`src/rtl/shift_unit_seq.sv`:
```
// Multi-cycle SLL/SRL/SRA/ROR shifter, one bit per clock, with an idle parallel-load path.
// Latency: done pulses shamt cycles after the accepting edge (shamt=0 -> next cycle); busy lasts shamt+1 cycles.
// Backpressure: start/load are accepted only in IDLE; while busy they are ignored, so the controller stalls on busy.
module shift_unit_seq #(
    parameter int WIDTH   = 32,
    parameter int SHAMT_W = 5
) (
    input  logic               CLK,
    input  logic               RST_N,
    input  logic               start,
    input  logic               load,
    input  logic [1:0]         mode,
    input  logic [SHAMT_W-1:0] shamt,
    input  logic [WIDTH-1:0]   dataIn,
    output logic [WIDTH-1:0]   dataOut,
    output logic               serialOut,
    output logic               busy,
    output logic               done
);

    typedef enum logic [1:0] {
        IDLE  = 2'd0,
        SHIFT = 2'd1,
        DONE  = 2'd2
    } state_t;

    localparam logic [1:0] MODE_SLL = 2'b00;
    localparam logic [1:0] MODE_SRL = 2'b01;
    localparam logic [1:0] MODE_SRA = 2'b10;

    state_t             state, state_nxt;
    logic [SHAMT_W-1:0] count, count_nxt;
    logic [1:0]         mode_q, mode_nxt;
    logic [WIDTH-1:0]   data_nxt, step_dat;
    logic               serial_nxt, step_bit;
    logic               done_nxt;

    // busy is a pure decode of the state register, so it is glitch-free and reset-clean.
    assign busy = (state != IDLE);

    // Single 1-bit step of the working register under the mode latched at acceptance.
    always_comb begin
        step_dat = dataOut;
        step_bit = dataOut[0];
        case (mode_q)
            MODE_SLL: begin
                step_dat = {dataOut[WIDTH-2:0], 1'b0};
                step_bit = dataOut[WIDTH-1];
            end
            MODE_SRL: step_dat = {1'b0, dataOut[WIDTH-1:1]};
            MODE_SRA: step_dat = {dataOut[WIDTH-1], dataOut[WIDTH-1:1]};
            default:  step_dat = {dataOut[0], dataOut[WIDTH-1:1]};
        endcase
    end

    // Next-state and next-datapath decode; every register holds unless its state says otherwise.
    always_comb begin
        state_nxt  = state;
        count_nxt  = count;
        mode_nxt   = mode_q;
        data_nxt   = dataOut;
        serial_nxt = serialOut;
        case (state)
            IDLE: begin
                // start has priority over load when both are asserted.
                if (start) begin
                    data_nxt   = dataIn;
                    count_nxt  = shamt;
                    mode_nxt   = mode;
                    serial_nxt = 1'b0;
                    state_nxt  = (shamt == '0) ? DONE : SHIFT;
                end else if (load) begin
                    data_nxt = dataIn;
                end
            end
            SHIFT: begin
                data_nxt   = step_dat;
                serial_nxt = step_bit;
                count_nxt  = count - SHAMT_W'(1);
                if (count == SHAMT_W'(1)) begin
                    state_nxt = DONE;
                end
            end
            DONE: begin
                state_nxt = IDLE;
            end
            default: begin
                state_nxt = IDLE;
            end
        endcase
        done_nxt = (state_nxt == DONE);
    end

    // State and datapath registers; reset clears everything without waiting for a clock.
    always_ff @(posedge CLK or negedge RST_N) begin
        if (!RST_N) begin
            state     <= IDLE;
            count     <= '0;
            mode_q    <= 2'b00;
            dataOut   <= '0;
            serialOut <= 1'b0;
            done      <= 1'b0;
        end else begin
            state     <= state_nxt;
            count     <= count_nxt;
            mode_q    <= mode_nxt;
            dataOut   <= data_nxt;
            serialOut <= serial_nxt;
            done      <= done_nxt;
        end
    end

endmodule

```
`config.mk`:
```
export PLATFORM = sky130hd
export DESIGN_NAME = shift_unit_seq
export DESIGN_NICKNAME = d
export VERILOG_FILES = /design/src/rtl/shift_unit_seq.sv
export SDC_FILE = /design/constraint.sdc
export NUM_CORES = 1
export LEC_CHECK = 0
export CAP_MARGIN = 20
export CORE_MARGIN = 1.5
export CORE_UTILIZATION = 35
export DETAILED_ROUTE_END_ITERATION = 7
export SETUP_SLACK_MARGIN = 0.1
export SKIP_CTS_REPAIR_TIMING = 1
export SLEW_MARGIN = 20
export SYNTH_ARGS = -nofsm -noshare
export SYNTH_HDL_FRONTEND = slang
export SYNTH_SLANG_ARGS = --single-unit
```
`constraint.sdc`:
```
create_clock -name CLK -period 2.5 [get_ports CLK]
set_clock_uncertainty 0.1 [all_clocks]
set_input_delay 0.75 -clock CLK [delete_from_list [all_inputs] [get_ports CLK]]
set_output_delay 0.75 -clock CLK [all_outputs]
set_load 0.02 [all_outputs]
```
Word level (Yosys, flattened, before mapping)
Index checks and enable logic that the tools add are counted.
- flip-flop bits (word level): 43
- latch bits: 0
- memory bits (writable): 0
- ROM bits: 0
- input bits: 43
- output and inout port bits: 35
- logic and storage cells: 38
- memories kept: 0
- add/subtract/negate cells: 1
- multipliers: 0
- div/mod/pow operators: 0
- order comparisons: 0
- equality and inequality tests: 8
- shifts and indexed selects: 0
- muxes and demuxes: 13
- bitwise gates (word level): 0
- reduce and logical (&&, ||, !) cells: 9
- operator list (operator ; count):
    32-bit one-hot mux with 3 select lines ; 1
    32-bit 2-to-1 mux ; 2
    32-bit one-hot mux with 2 select lines ; 1
    5-bit one-hot mux with 2 select lines ; 1
    2-bit 2-to-1 mux ; 3
    2-bit AND reduction ; 3
    5-bit by 1-bit equality test with 1-bit output, second input constant ; 1
    5-bit zero test ; 1
    5-bit 2-to-1 mux ; 1
    5-bit by 1-bit subtractor with 5-bit output, second input constant ; 1
    2-bit by 1-bit equality test with 1-bit output, second input constant ; 2
    2-bit equality test, second input constant ; 2
    2-bit zero test ; 2
    2-bit inequality test, second input constant ; 2
    2-bit one-hot mux with 2 select lines ; 1
    2-bit nonzero test ; 2
    3-bit inequality test, second input constant ; 1
    3-bit AND reduction ; 1
    1-bit 2-to-1 mux ; 2
    1-bit one-hot mux with 2 select lines ; 1

Logic depth before layout (Yosys ltp)
Gate-level depths: netlist of run 1.
- word-level depth: 5
- gate-level depth with buffers: 5
- gate-level depth less buffers: 5

Least setup slack after synthesis of run 1
OpenSTA, ideal clock, no wires.
- path type: reg-to-output
- start point: reg state[1]
- end point: out busy
- arrival: 1.218 ns
- data required time: 1.650 ns
- slack: 0.432 ns
- cell stages (with the launch flop): 5
- path buffers: 3
- cell sequence: dfrtp_1 > buf_2 > clkbuf_1 > buf_1 > or2_2
- cells in the longest elaborated chain, start to end: 1
- RTL lines (item ; RTL line ; RTL):
    from (decl) ; 31 ; state_t state, state_nxt;
    from (signal assigned) ; 104 ; state <= state_nxt;
    2-bit nonzero test ; 39 ; assign busy = (state != IDLE);
    to (decl) ; 17 ; output logic busy,
Every way passes these cells.

Worst setup path after layout of run 1
- start point: reg dataOut[31]
- end point: out dataOut[31]
- RTL lines (item ; RTL line ; RTL):
    from (decl) ; 15 ; output logic [WIDTH-1:0] dataOut,
    from (signal assigned) ; 107 ; dataOut <= data_nxt;
No word-level cell between the ends.

==> results of run 1 <==
metrics by stage:
step / utilization / hold WS, ns
2_1_floorplan: - / 0.354
3_3_place_gp: 0.487 / 0.436
3_5_place_dp: 0.487 / 0.466
4_1_cts: 0.501 / 0.316
5_1_grt: 0.502 / 0.333
6_report: 0.502 / 0.309
flip-flops by register name (all words and copies together), names as in the netlist:
name and count:
serialOut 1, mode_q 2, count 5, state 2
dataOut 32, done 1
cell usage in the layout (no fill, tap or decap), types with 2 or more instances in the layout:
cell type / instances
a211oi_1: 30
a21oi_1: 9
a2bb2oi_1: 30
buf_4: 12
clkbuf_1: 2
clkbuf_8: 5
clkdlybuf4s50_1: 75
dfrtp_1: 41
dfrtp_2: 2
ha_1: 2
inv_1: 6
mux2_2: 4
mux2i_1: 2
nand2b_1: 4
nor2_1: 4
nor3b_1: 30
o21a_1: 30
o21ai_0: 28
o21ai_1: 5
o22ai_1: 6
or3b_1: 2
final cells by class:
type	count	share of cell area
inverters	6	0.00609
multi-input cells	205	0.402
flip-flops and latches	43	0.292
repair buffers	90	0.238
well taps	99	0.0335
clock buffers	7	0.0206
clock inverters	1	0.00812
per-layer routing:
layer  part of all wire  wire length [microns]  global-route usage  up-vias
li1                   -                      -                   -     1230
met1               0.48                   3720               0.284     1259
met2               0.48                   3710               0.306       63
met3              0.038                    300              0.0370        6
met4             0.0096                     75              0.0651        0
met5                  0                      0                   0        -
logic make-up (layout without fill, tap and decap cells):
logic type	Yosys count	after routing	share of synthesized area
compound gates	145	145	0.378
fa+ha+maj	2	2	0.00925
buf+inv	39	104	0.0555
flops	43	43	0.398
mux	6	6	0.0241
simple gates	52	52	0.136
power groups by stage:
stage                     logic [W]  registers [W]  clock network [W]
after global placement      0.00260        0.00157                  0
after detailed placement    0.00264        0.00158                  0
final                       0.00263        0.00157           0.000545
after floorplan             0.00158        0.00163                  0
after global routing        0.00290        0.00165           0.000589
after CTS                   0.00265        0.00157           0.000559
worst max path at each step:
stage / start / endpoint / depth (start not counted)
floorplan: state[1] / busy / 4
global placement: shamt[1] / state[1] / 4
detailed placement: shamt[1] / done / 4
CTS: state[1] / busy / 2
global route: dataOut[31] / dataOut[31] / 1
finish: dataOut[31] / dataOut[31] / 1
==> impl_metrics.tcl, run 1 <==
set metrics [dict create \
    status "completed" \
    final_cells 451 \
    dieHeight_microns 90.9 \
    grt_usage 0.200 \
    min_period_ns 2.23 \
    arrival_ns 1.38 \
    insertedDiodeCount 0 \
    dpl.cell_count 443 \
    fin_area_sq_um 3700 \
    crit_type "reg2out" \
    setup.worst_path.start_class "flop" \
    initial_utilization 0.367 \
    fin_crit_sh 0.891 \
    multiInputGateArea_sq_um 1490 \
    wl_per_cell_microns 17.3 \
    numClockSinks 43 \
    fin_ws_ns 0.272 \
    ys_types 37 \
    cp_slowest_cell "clkdlybuf4s50_1" \
    hold_class "in2async" \
    r2r_cells 5 \
    drt_iter0_markers 118 \
    avgSynthCellArea_sq_um 9.42 \
    synthTopCellsByArea "dfrtp_1 (40%), a2bb2oi_1 (9.7%), a211oi_1 (8.3%), nor3b_1 (8.3%), o21a_1 (8.3%)" \
    clock_path_buffers 2 \
    fp.dieW_microns 90.9 \
    maxCapViolCount 0 \
    cp-end-kind "output pin" \
    routed_wl_microns 7810 \
    port_buffers 77 \
    synth_seq_cells 43 \
    grt_overflow_total 0 \
    tns_ns 0 \
    die-area_sq_um 8260 \
    p_int_w 0.00275 \
    core_sq_um 7370 \
    place_congestion 0.795 \
    ioPinCount 78 \
    firstDrtPassIters 5 \
    placed_area_sq_um 3590 \
    pwr-share-seq 0.331 \
    total_power_w 0.00475 \
    worst_ir_drop_vdd_mv 0.524 \
    switching_share 0.422 \
    clkPwrFrac 0.115 \
    ys_seq_area_frac 0.398 \
    worstSkewPairLatency_ns 0.29 \
    synthArstFlopShare 1.00 \
    synth.most_common_cell "dfrtp_1" \
    grt_pass1_wl_microns 13400 \
    clkTransAtPathRegs_ns 0.09 \
    post_drt_via_cell_ratio 5.67 \
    dp_worst_setup_slack_ns 0.0722 \
    crit_chain "clkdlybuf4s50_1" \
    grt_max_degree 46 \
    path_buf_inv 1 \
    r2r-end "dataOut[15]" \
    timing.rr.start "state[1]" \
    max_freq_mhz 449 \
    slew_headroom 0.548 \
    h-tree-depth 2 \
    leakage_nw 1.41 \
    fillers 712 \
    p_per_area_nw_per_um2 1290 \
    grt_pass1_vias 2580 \
    numCtsBuffers 5 \
    synth_commonest_cells "dfrtp_1 (43), a211oi_1 (30), a2bb2oi_1 (30), nor3b_1 (30), o21a_1 (30)" \
    clock_tree.root_cell "clkbuf_8" \
    cp_max_fo 4 \
    hpwl_microns 5170 \
    hold_viol_final 0 \
    syn_area_sq_um 2700 \
    yosysWarningCount 0 \
    p_sw_w 0.00201 \
    drc 0 \
    max_stage_delay_ns 0.65 \
    layout.area.seq_sq_um 1080 \
    synth_edf_count 0 \
    crit_required_ns 1.65 \
    synth_top_area_frac 0.398 \
    cts_tree "yes" \
    tightest_slew_ns 0.677 \
    syn_nets 332 \
    rsz0062_at_grt "no" \
    fp-row-count 31 \
    areaGrowthSynthToFinish_pct 36.7 \
    finalMaxSlewViolations 0 \
    synthCells 287 \
    layout.nets 396 \
    ant_nets 0 \
    vias 2558 \
    reg2reg_slack_ns 0.61 \
    setup_viol 0 \
    synth_area_leader_cell "dfrtp_1" \
    antenna_found_initial 0 \
    synth-main-ff-cell "dfrtp_1" \
    p_comb_frac 0.554 \
    cp_top_family "buffers and inverters" \
    layout-drive-gt1-share 0.0909 \
]
(Power assumes the default switching activity.)
==> run 2, diff against run 1 <==
Settings changed: SKIP_LAST_GASP set to 1.
==> results of run 2 <==
The final DEF is identical to that of run 1; final timing and power are the same.
